===== src/rtl/sprite_scheduler_pkg.sv =====
// Shared VGA definitions for the sprite scheduler block.
// Contents:
//   H_VISIBLE_DEF / V_VISIBLE_DEF : default visible raster size (800 x 600)
//   RGB_W                         : packed colour width, {r,g,b} at 4 bits each
//   POS_W                         : scan coordinate width
//   sched_state_t                 : step sequencer FSM encoding
package sprite_scheduler_pkg;

    localparam int H_VISIBLE_DEF = 800;
    localparam int V_VISIBLE_DEF = 600;
    localparam int RGB_W         = 12;
    localparam int POS_W         = 11;

    typedef enum logic {
        ST_IDLE = 1'b0,
        ST_STEP = 1'b1
    } sched_state_t;

endpackage


===== src/rtl/sprite_pixel_mux.sv =====
// Priority colour selector: returns the colour of the lowest-index sprite
// whose hit flag is set, or the background colour when no sprite is hit.
// Purely combinational.
// Ports:
//   hit       : per-sprite hit flags
//   spriteRGB : packed sprite colours, sprite i at [12i+11:12i]
//   bgRGB     : background colour
//   colour    : selected 12-bit colour
module sprite_pixel_mux
    import sprite_scheduler_pkg::*;
#(
    parameter int NUM_SPRITES = 4
) (
    input  logic [NUM_SPRITES-1:0]       hit,
    input  logic [RGB_W*NUM_SPRITES-1:0] spriteRGB,
    input  logic [RGB_W-1:0]             bgRGB,
    output logic [RGB_W-1:0]             colour
);

    // Walk from the highest index down so the lowest set bit wins last.
    always_comb begin
        colour = bgRGB;
        for (int i = NUM_SPRITES - 1; i >= 0; i--) begin
            if (hit[i]) begin
                colour = spriteRGB[RGB_W*i +: RGB_W];
            end
        end
    end

endmodule


===== src/rtl/sprite_scheduler.sv =====
// Sprite scheduler: composites the sprite/background pixel for the current
// scan position, accumulates per-frame sprite collisions, and once every
// frameDiv+1 frames issues a sequence of one-hot step strobes, one sprite
// per cycle, to advance the enabled sprites.
// Ports:
//   clk, reset          : system clock, synchronous active-high reset
//   X, Y                : current scan position
//   hit, spriteRGB      : per-sprite hit flags and colours
//   bgRGB               : background colour
//   enMask              : per-sprite motion enable
//   frameDiv            : motion every frameDiv+1 frames
//   step                : registered one-hot advance strobes
//   red, green, blue    : composited pixel, one cycle after X/Y
//   active              : registered visible-area flag, aligned with colour
//   collide             : collision flags of the previous frame
//   busy                : high while a step sequence is running
module sprite_scheduler
    import sprite_scheduler_pkg::*;
#(
    parameter int NUM_SPRITES = 4,
    parameter int H_VISIBLE   = H_VISIBLE_DEF,
    parameter int V_VISIBLE   = V_VISIBLE_DEF
) (
    input  logic                         clk,
    input  logic                         reset,
    input  logic [POS_W-1:0]             X,
    input  logic [POS_W-1:0]             Y,
    input  logic [NUM_SPRITES-1:0]       hit,
    input  logic [RGB_W*NUM_SPRITES-1:0] spriteRGB,
    input  logic [RGB_W-1:0]             bgRGB,
    input  logic [NUM_SPRITES-1:0]       enMask,
    input  logic [3:0]                   frameDiv,
    output logic [NUM_SPRITES-1:0]       step,
    output logic [3:0]                   red,
    output logic [3:0]                   green,
    output logic [3:0]                   blue,
    output logic                         active,
    output logic [NUM_SPRITES-1:0]       collide,
    output logic                         busy
);

    localparam int IDX_W = (NUM_SPRITES > 1) ? $clog2(NUM_SPRITES) : 1;
    localparam logic [IDX_W-1:0] IDX_LAST = IDX_W'(NUM_SPRITES - 1);
    localparam logic [POS_W-1:0] H_LIM    = POS_W'(H_VISIBLE);
    localparam logic [POS_W-1:0] V_LIM    = POS_W'(V_VISIBLE);
    localparam logic [POS_W-1:0] H_LAST   = POS_W'(H_VISIBLE - 1);
    localparam logic [POS_W-1:0] V_LAST   = POS_W'(V_VISIBLE - 1);

    // Clearing the lowest set bit leaves something only if two or more
    // bits were set.
    function automatic logic multi_hit(input logic [NUM_SPRITES-1:0] h);
        return (h & (h - NUM_SPRITES'(1))) != '0;
    endfunction

    logic                   vis_p0;
    logic                   at_end_p0;
    logic                   frame_end_p0;
    logic [NUM_SPRITES-1:0] contrib_p0;
    logic [RGB_W-1:0]       colour_p0;

    logic                   at_end_p1;
    logic                   start_p1;
    logic [3:0]             fcnt;
    logic [NUM_SPRITES-1:0] acc;

    sched_state_t           state, state_d;
    logic [IDX_W-1:0]       idx, idx_d;
    logic [NUM_SPRITES-1:0] step_d;

    // Stage p0: scan-position decode, collision contribution, colour select
    always_comb begin
        vis_p0       = (X < H_LIM) && (Y < V_LIM);
        at_end_p0    = (X == H_LAST) && (Y == V_LAST);
        // A held end position only counts on its first cycle.
        frame_end_p0 = at_end_p0 && !at_end_p1;
        contrib_p0   = (vis_p0 && multi_hit(hit)) ? hit : '0;
    end

    sprite_pixel_mux #(
        .NUM_SPRITES (NUM_SPRITES)
    ) u_mux (
        .hit       (hit),
        .spriteRGB (spriteRGB),
        .bgRGB     (bgRGB),
        .colour    (colour_p0)
    );

    // Stage p1: registered pixel, frame counting and collision capture
    always_ff @(posedge clk) begin
        if (reset) begin
            at_end_p1 <= 1'b0;
            start_p1  <= 1'b0;
            fcnt      <= '0;
            acc       <= '0;
            collide   <= '0;
            active    <= 1'b0;
            red       <= '0;
            green     <= '0;
            blue      <= '0;
        end else begin
            at_end_p1 <= at_end_p0;
            active    <= vis_p0;
            if (vis_p0) begin
                {red, green, blue} <= colour_p0;
            end else begin
                {red, green, blue} <= '0;
            end

            start_p1 <= 1'b0;
            if (frame_end_p0) begin
                if (fcnt == frameDiv) begin
                    fcnt     <= '0;
                    start_p1 <= 1'b1;
                end else begin
                    fcnt <= fcnt + 4'd1;
                end
                // The end pixel itself belongs to the frame being closed.
                collide <= acc | contrib_p0;
                acc     <= '0;
            end else begin
                acc <= acc | contrib_p0;
            end
        end
    end

    // Step sequencer: the step register is loaded with the strobe for the
    // state being entered, so step and busy line up cycle for cycle and the
    // first strobe appears two clocks after the frame end.
    always_comb begin
        state_d = state;
        idx_d   = idx;
        step_d  = '0;
        case (state)
            ST_IDLE: begin
                if (start_p1) begin
                    state_d = ST_STEP;
                    idx_d   = '0;
                end
            end
            ST_STEP: begin
                if (idx == IDX_LAST) begin
                    state_d = ST_IDLE;
                    idx_d   = '0;
                end else begin
                    idx_d = idx + IDX_W'(1);
                end
            end
            default: begin
                state_d = ST_IDLE;
                idx_d   = '0;
            end
        endcase
        if (state_d == ST_STEP) begin
            step_d[idx_d] = enMask[idx_d];
        end
    end

    always_ff @(posedge clk) begin
        if (reset) begin
            state <= ST_IDLE;
            idx   <= '0;
            step  <= '0;
        end else begin
            state <= state_d;
            idx   <= idx_d;
            step  <= step_d;
        end
    end

    assign busy = (state == ST_STEP);

endmodule


===== config.mk =====
export PLATFORM = sky130hd
export DESIGN_NAME = sprite_scheduler
export DESIGN_NICKNAME = d
export VERILOG_FILES = /design/src/rtl/sprite_scheduler_pkg.sv /design/src/rtl/sprite_pixel_mux.sv /design/src/rtl/sprite_scheduler.sv
export SDC_FILE = /design/constraint.sdc
export NUM_CORES = 1
export LEC_CHECK = 0
export ABC_AREA = 1
export BUFFER_PORTS_ARGS = -buffer_cell sky130_fd_sc_hd__buf_2
export CELL_PAD_IN_SITES_DETAIL_PLACEMENT = 1
export CELL_PAD_IN_SITES_GLOBAL_PLACEMENT = 1
export CORE_ASPECT_RATIO = 1.5
export CORE_MARGIN = 4
export CORE_UTILIZATION = 29
export CTS_CLUSTER_SIZE = 14
export DETAILED_ROUTE_END_ITERATION = 12
export GPL_TIMING_DRIVEN = 0
export HOLD_SLACK_MARGIN = 0.05
export PLACE_DENSITY = 0.82
export SLEW_MARGIN = 15
export SYNTH_ARGS = -nofsm -noshare
export SYNTH_HDL_FRONTEND = slang
export SYNTH_SLANG_ARGS = --single-unit

===== constraint.sdc =====
create_clock -name clk -period 1.6 [get_ports clk]
set_clock_uncertainty 0.05 [all_clocks]
set_input_delay 0.16 -clock clk [delete_from_list [all_inputs] [get_ports clk]]
set_output_delay 0.16 -clock clk [all_outputs]
set_load 0.05 [all_outputs]

==> results of run 1 <==
## report_power, final
group	switching, mW	total [mW]	internal, mW
Sequential	0.00238	0.858	0.856
Clock	0.329	0.953	0.624
Combinational	0.205	0.365	0.159
## worst max-delay path: stages (launching register included)
cell and delay [ns]:
dfxtp_1 0.43, inv_1 0.09, nand2_1 0.07, nand2_1 0.05
nor2_1 0.18, and2_4 0.18, or2_1 0.09, nand2_1 0.05
nand2_1 0.06, inv_1 0.03
## state kept, by name, summed over array words and instances, names as in the netlist
name	cells
acc	4
blue	4
collide	4
fcnt	4
green	4
red	4
step	4
idx	2
active	1
at_end_p1	1
busy	1
start_p1	1
## final cells by class
| cell class | count | area [um^2] | share of cell area |
|---|---|---|---|
| Inverter | 35 | 136 | 0.0481 |
| Clock buffer | 5 | 68.8 | 0.0243 |
| Timing Repair Buffer | 115 | 576 | 0.203 |
| Clock inverter | 3 | 68.8 | 0.0243 |
| Buffer | 9 | 73.8 | 0.0260 |
| Tap cell | 78 | 97.6 | 0.0344 |
| Multi-Input combinational cell | 219 | 1130 | 0.400 |
| Sequential cell | 34 | 681 | 0.240 |
## worst paths after layout
kind,from,end,cells past startpoint
setup / recovery,fcnt[0]$_SDFFE_PP0P_,fcnt[0]$_SDFFE_PP0P_,9
hold / removal,enMask[2],step[2]$_SDFF_PP0_,3
setup reg to reg,fcnt[0]$_SDFFE_PP0P_,fcnt[0]$_SDFFE_PP0P_,9
hold reg to reg,acc[3]$_SDFF_PP0_,acc[3]$_SDFF_PP0_,2
## cells in the final DEF (no fill, tap or decap), types with 4 or more instances in the layout
master,netlist,routed
o211ai_1,9,9
inv_2,9,9
nor2_2,6,6
o21ai_2,4,4
a31oi_1,9,9
buf_2,4,119
inv_1,25,25
nor2_1,26,26
clkbuf_8,1,6
nand2_1,89,89
nand3_1,38,38
a21oi_1,8,8
nand4_1,7,7
dfxtp_1,34,34
## metrics by stage
stage	setup WS [ns]	cell area (um^2)	hold slack, ns
finish	0.221	2830	0.0641
global route	0.101	2830	0.0717
CTS	0.201	2830	0.0555
detailed placement	0.219	2700	0.369
global placement	0.258	2700	0.364
floorplan	0.223	2020	0.179
## kinds of logic after synthesis
logic type               synth area share
AO/OA/AOI/OAI                       0.125
XOR/XNOR                          0.00433
adder cells (fa/ha/maj)            0.0124
buffers and inverters               0.104
flip-flops                          0.336
AND/OR/NAND/NOR                     0.418
## cell usage after synthesis
cell,count,area share
nand2_1,89,0.17
nand3_1,38,0.094
dfxtp_1,34,0.34
nor2_1,26,0.048
inv_1,25,0.046
a31oi_1,9,0.028
inv_2,9,0.017
o211ai_1,9,0.033
a21oi_1,8,0.020
nand4_1,7,0.022
nor2_2,6,0.019
buf_2,4,0.0099
o21ai_2,4,0.017
a221oi_1,3,0.013
nand2_4,3,0.017
nor2_4,3,0.017
dlymetal6s2s_1,2,0.012
ha_1,2,0.012
nor3_2,2,0.0099
or2_1,2,0.0062
a21oi_4,1,0.0080
and2_4,1,0.0043
buf_6,1,0.0056
clkbuf_1,1,0.0019
clkbuf_8,1,0.0068
clkinv_4,1,0.0043
nand2_2,1,0.0031
nand3_2,1,0.0049
nand3_4,1,0.0087
o21ai_1,1,0.0025
o22ai_1,1,0.0031
xnor2_1,1,0.0043
## routing by layer
metal / track usage / share of wire / up-vias
met5: 0 / 0 / -
met4: 0.0575 / 0.021 / 0
met3: 0.0276 / 0.046 / 10
met2: 0.316 / 0.58 / 65
met1: 0.152 / 0.35 / 1075
li1: - / - / 1216
==> flow_summary.toml, run 1 <==
[cells_and_area]
drive_gt1_frac = 0.386
fin_cells = 498
nNetsFinal = 517
final_core_utilization = 0.416
area_growth_pct = 40.1
n_antenna_cell = 0
nFillCells = 940

[synthesis]
synth_seq_area_share = 0.336
mappedNetlistArea_um2 = 2020
synth_cells = 297
synth-seq-cells = 34
yosysWarnings = 0
synthesis.nets = 395
synthDistinctLibCells = 32
avgSynthCellArea_um2 = 6.81

[routing]
num_vias = 2366
drt_wl_total_um = 6490
drt_iter0_markers = 40
postRouteAntennaNets = 0
dr.pass1.iters = 4
drcViolationCount = 0
wire_per_inst_um = 13.0
drt-vias-per-instance = 4.75

[place]
hpwl_um = 5720
place_inst = 490
port-buffer-count = 115
gp_congestion = 0.779

[clock_tree]
clock_latency_ns = 0.28
post_cts_buffers = 0
cts_tree = "done"
htreeDepth = 2
path_clk_slew_ns = 0.07
cts_buffer_depth = 2
numClockSinks = 34
ctsResizeCount = 0
cts_buffers = 5
ctsHoldBuffers = 0
cts-root-buf = "clkbuf_8"

[worst_setup_path]
crit_type = "register to register"
r2r_slack_ns = 0.22
critPathArrivalTime_ns = 1.51
crit_path_max_fanout = 6
critPathRequiredTime_ns = 1.74
cp-end-kind = "register"
cp-start-kind = "register"

[sta]
worstMarginPinSlew_ns = 0.416
period_share = 0.862
fin_tns_setup_ns = 0
clock.fmax_ghz = 0.725
post-route-min-period_ns = 1.38
hold_viol_final = 0
setup_viol_count_final = 0
drv_slew = 0
maxSlewHeadroom = 0.722
rsz0062_at_grt = "no"

[power]
fin_total_pwr_mw = 2.18
power_density_nw_per_um2 = 768
ir_drop_v = 0.000344
leakagePower_nw = 1.46

[hold_path]
min_path_type = "primary input to register"

[floorplan]
die_h_um = 110
initial_core_util = 0.297
die-area_um2 = 8400
num_rows = 37
core-area_um2 = 6810
die_w_um = 76.2
io_pins = 118

[global_routing]
grt_usage = 0.155
antenna_found_initial = 0
gr-total-overflow = 0
grt_max_degree = 13
grt_pass1_vias = 2562
grt_pass1_wl_um = 10800

[run]
maxCapViolCount = 0

[run_status]
run_status = "completed"
Power figures use the tool's default switching activity.
==> run 2: changes to the inputs <==
clock period = 1.29 ns   (was 1.6 ns; I/O delays follow)
==> run 2 against run 1 <==
Effect of this change: register-to-register slack worse by 0.16 ns; largest power group is now registers; final cell count is 1.6% higher; critical path type unchanged; critical path depth stayed put; die area stayed put; via count is 0.25% higher; clock power is 2.8% higher; core utilization is 1.2 points higher; hold slack worse by 0.0047 ns; count of clock-buffer cells in the layout is 1 higher.
==> flow_summary.toml, run 2 (same netlist as run 1, synthesis figures left out) <==
[floorplan]
die-area_um2 = 8400
io_pins = 118
initial_core_util = 0.297
die_w_um = 76.2
num_rows = 37
die_h_um = 110
core-area_um2 = 6810

[power]
leakagePower_nw = 1.49
fin_total_pwr_mw = 2.51
power_density_nw_per_um2 = 862
ir_drop_v = 0.000378

[worst_setup_path]
crit_type = "register to register"
slowest_stage = "dfxtp_4"
critPathRequiredTime_ns = 1.42
critPathArrivalTime_ns = 1.36
crit_chain = "inv_2, nand2_1, nand2_1, nor2_2, and2_4, or2_1, nand2_1, nand2_1, inv_1"
path_buf_inv = 2
cp-start-kind = "register"
crit_family = "simple AND/OR/NAND/NOR gates"
crit_path_max_fanout = 4
slowest_delay_ns = 0.36
cp-end-kind = "register"
crit_path_frequent_cell = "nand2_1"

[place]
gp_congestion = 0.745
port-buffer-count = 115
place_area_um2 = 2700
hpwl_um = 5780
place_inst = 490

[global_routing]
antenna_found_initial = 0
grt_max_degree = 11
grt_pass1_wl_um = 10900
gr-total-overflow = 0
grt_usage = 0.160
grt_pass1_vias = 2532

[hold_path]
min_path_type = "primary input to register"

[cells_and_area]
final_cell_mix = "buf_2 (119), nand2_1 (89), nand3_1 (38), dfxtp_1 (29), nor2_1 (25)"
fin_cells = 506
nFillCells = 913
drive_gt1_frac = 0.404
final_common_cell = "buf_2"
nNetsFinal = 526
area_growth_pct = 44.2
final_core_utilization = 0.429
n_antenna_cell = 0
design_area_um2 = 2920

[sta]
setup_viol_count_final = 0
clock.fmax_ghz = 0.812
period_share = 0.955
whs_ns = 0.0595
maxSlewHeadroom = 0.731
worstMarginPinSlew_ns = 0.404
post-route-min-period_ns = 1.23
rsz0062_at_grt = "no"
drv_slew = 0
hold_viol_final = 0

[routing]
drt-vias-per-instance = 4.69
drcViolationCount = 0
drt_wl_total_um = 6690
drt_iter0_markers = 53
dr.pass1.iters = 4
postRouteAntennaNets = 0
num_vias = 2372
wire_per_inst_um = 13.2

[clock_tree]
cts_buffer_depth = 2
cts_buffers = 5
htreeDepth = 2
numClockSinks = 34
cts-root-buf = "clkbuf_8"
cts_tree = "done"
clock_latency_ns = 0.28
path_clk_slew_ns = 0.07

[run]
maxCapViolCount = 0

[run_status]
run_status = "completed"
[run 2: changes by cell type in the layout (fill, tap and decap cells not counted), moves of 2 or more]
cell           change
dfxtp_2            +2
dfxtp_4            +3
inv_1              -3
inv_2              +3
dfxtp_1            -5
dlygate4sd3_1      +7
buf_4              +2
[run 2: area by class of cell]
class / instances / area, um^2 / share of cell area
well taps: 78 / 97.6 / 0.0335
multi-input cells: 219 / 1140 / 0.391
clock inverters: 1 / 30.0 / 0.0103
flip-flops and latches: 34 / 694 / 0.238
clock buffers: 6 / 82.6 / 0.0283
plain buffers: 9 / 73.8 / 0.0253
inverters: 35 / 136 / 0.0468
repair buffers: 124 / 661 / 0.227
[run 2: worst reg2reg max path, cell delays in order, from the launching register on]
cell and delay, ns:
dfxtp_4 0.36, inv_2 0.04, nand2_1 0.05, nand2_1 0.06, nor2_2 0.16, and2_4 0.18
or2_1 0.10, nand2_1 0.05, nand2_1 0.05, inv_1 0.03
[run 2: path summary, 6_finish.rpt]
kind              cells after the start                  from  slack (ns)                   end
hold / removal                        3          spriteRGB[4]        0.06   green[0]$_SDFF_PP0_
setup / recovery                      9  fcnt[1]$_SDFFE_PP0P_        0.06  fcnt[0]$_SDFFE_PP0P_
setup reg to reg                      9  fcnt[1]$_SDFFE_PP0P_        0.06  fcnt[0]$_SDFFE_PP0P_
hold reg to reg                       2     acc[1]$_SDFF_PP0_        0.40     acc[1]$_SDFF_PP0_
[run 2: metrics by stage]
step	setup TNS [ns]	setup WS (ns)
after floorplan	0	0.0996
after global placement	-0.0482	-0.0482
after detailed placement	-0.205	-0.113
after CTS	0	0.0157
after global routing	0	0.000432
final	0	0.0583
[run 2: repair_timing]
action | in CTS | in global routing
hold endpoints to repair | 6 | 1
resized for setup | 5 | 7
hold buffers | 6 | 1
pin swaps | 0 | 3
endpoints found under the setup margin | 3 | 5
setup buffers | 0 | 2
[run 2: layer usage]
metal  up-vias  track usage  part of all wire  wire, um
met5         -            0                 0         0
met4         0       0.0625             0.018       119
met3        10       0.0390             0.052       347
met2        62        0.331              0.59      3950
met1      1063        0.146              0.34      2270
li1       1237            -                 -         -
[run 2: report_power, final]
| part | switching, mW | leakage [nW] | internal, mW |
|---|---|---|---|
| clock network | 0.362 | 0.0573 | 0.618 |
| registers | 0.00254 | 0.278 | 1.06 |
| logic | 0.261 | 1.16 | 0.214 |
| total | 0.625 | 1.49 | 1.89 |
==> run 3: changes to the inputs <==
MAX_ROUTING_LAYER = met4   (was default)
==> run 3 against run 2 <==
Effect of this change: combinational power about the same; via count down 0.25%; first-iteration DRC count is 45% higher; global-route usage increased by 0.40 points; setup slack better by 0.0029 ns; count of clock-buffer cells in the layout stayed put; critical endpoint unchanged; highest routed layer unchanged; final cell count fell by 0.20%; critical path depth is the same.
==> flow_summary.toml, run 3 (same netlist as run 1, synthesis figures left out) <==
[clock_tree]
htreeDepth = 2
numClockSinks = 34
cts_tree = "done"
path_clk_slew_ns = 0.07
clock_latency_ns = 0.28
cts_buffers = 5
cts_buffer_depth = 2
cts-root-buf = "clkbuf_8"

[cells_and_area]
drive_gt1_frac = 0.405
n_antenna_cell = 0
final_common_cell = "buf_2"
fin_cells = 505
nFillCells = 914
regArea_um2 = 694
multi_input_area_um2 = 1140
area_growth_pct = 43.7
final_cell_mix = "buf_2 (119), nand2_1 (89), nand3_1 (38), dfxtp_1 (29), nor2_1 (25)"
design_area_um2 = 2910
nNetsFinal = 525

[power]
power_density_nw_per_um2 = 864
ir_drop_v = 0.000378
power.switching_uw = 624
internal_power_mw = 1.89
seqPwrFrac = 0.422
combPwrFrac = 0.188
leakagePower_nw = 1.49
clkPwrFrac = 0.390
swShare = 0.249

[worst_setup_path]
critPathArrivalTime_ns = 1.36
cp-end-kind = "register"
cp-start-kind = "register"
crit_path_max_fanout = 4
crit_chain = "inv_2, nand2_1, nand2_1, nor2_2, and2_4, or2_1, nand2_1, nand2_1, inv_1"
crit_type = "register to register"
slowest_stage = "dfxtp_4"
slowest_delay_ns = 0.36
crit_path_frequent_cell = "nand2_1"
critPathRequiredTime_ns = 1.42

[sta]
whs_ns = 0.0571
drv_slew = 0
hold_viol_final = 0
post-route-min-period_ns = 1.23
fin_tns_setup_ns = 0
period_share = 0.953
clock.fmax_ghz = 0.814
worstMarginPinSlew_ns = 0.405
setup_viol_count_final = 0
rsz0062_at_grt = "no"
maxSlewHeadroom = 0.730

[floorplan]
io_pins = 118
die_w_um = 76.2
num_rows = 37
die-area_um2 = 8400
initial_core_util = 0.297
core-area_um2 = 6810
die_h_um = 110

[global_routing]
grt_pass1_vias = 2537
gr-total-overflow = 0
antenna_found_initial = 0
grt_usage = 0.164
grt_max_degree = 11
grt_pass1_wl_um = 10900

[routing]
num_vias = 2366
drcViolationCount = 0
drt_wl_total_um = 6680
postRouteAntennaNets = 0
drt-vias-per-instance = 4.69
wire_per_inst_um = 13.2
drt_iter0_markers = 77
dr.pass1.iters = 4

[place]
place_area_um2 = 2700
place_inst = 490
port-buffer-count = 115
gp_congestion = 0.755
hpwl_um = 5780

[run]
maxCapViolCount = 0

[run_status]
run_status = "completed"

[hold_path]
min_path_type = "primary input to register"
## run 3: area by class of cell
cell class / count / area share
Inverter: 35 / 0.0469
Buffer: 9 / 0.0254
Clock buffer: 6 / 0.0284
Tap cell: 78 / 0.0336
Clock inverter: 1 / 0.0103
Multi-Input combinational cell: 219 / 0.393
Sequential cell: 34 / 0.239
Timing Repair Buffer: 123 / 0.224
## run 3: path summary, 6_finish.rpt
kind,from,to,slack (ns),cells after the start
min reg2reg,acc[1]$_SDFF_PP0_,acc[1]$_SDFF_PP0_,0.40,2
max reg2reg,fcnt[1]$_SDFFE_PP0P_,fcnt[0]$_SDFFE_PP0P_,0.06,9
min,reset,fcnt[2]$_SDFFE_PP0P_,0.06,2
max,fcnt[1]$_SDFFE_PP0P_,fcnt[0]$_SDFFE_PP0P_,0.06,9
## run 3: timing repair
item / CTS / global route
buffers inserted: 0 / 2
setup endpoints to repair: 3 / 5
gates resized for setup: 5 / 7
hold buffers: 6 / 0
pin swaps: 0 / 3
hold endpoints to repair: 6 / 0
gates cloned: 0 / 0
## run 3: metal layers
metal / GRT usage / wire (um) / vias up
met2: 0.331 / 3950 / 62
li1: - / - / 1236
met1: 0.147 / 2280 / 1059
met4: 0.0663 / 119 / 0
met5: - / 0 / -
met3: 0.0325 / 336 / 9
## run 3: critical path, delay by kind of cell, from the launching register on
kind                   cells  cell delay [ns]
AND/OR/NAND/NOR            7             0.65
flip-flops                 1             0.36
buffers and inverters      2             0.07
## run 3: metrics by stage
stage,worst slack (ns),utilization,total power [mW]
3_5_place_dp,-0.113,0.396,1.55
4_1_cts,0.0157,0.423,2.56
5_1_grt,0.000556,0.427,2.66
2_1_floorplan,0.0996,-,1.33
6_report,0.0612,0.427,2.51
3_3_place_gp,-0.0482,0.396,1.53
## run 3: power by group through the flow
stage / clock network, mW / logic (mW) / registers [mW]
floorplan: 0 / 0.210 / 1.12
global placement: 0 / 0.445 / 1.09
detailed placement: 0 / 0.459 / 1.09
CTS: 1.02 / 0.475 / 1.06
global route: 1.07 / 0.531 / 1.06
finish: 0.979 / 0.472 / 1.06
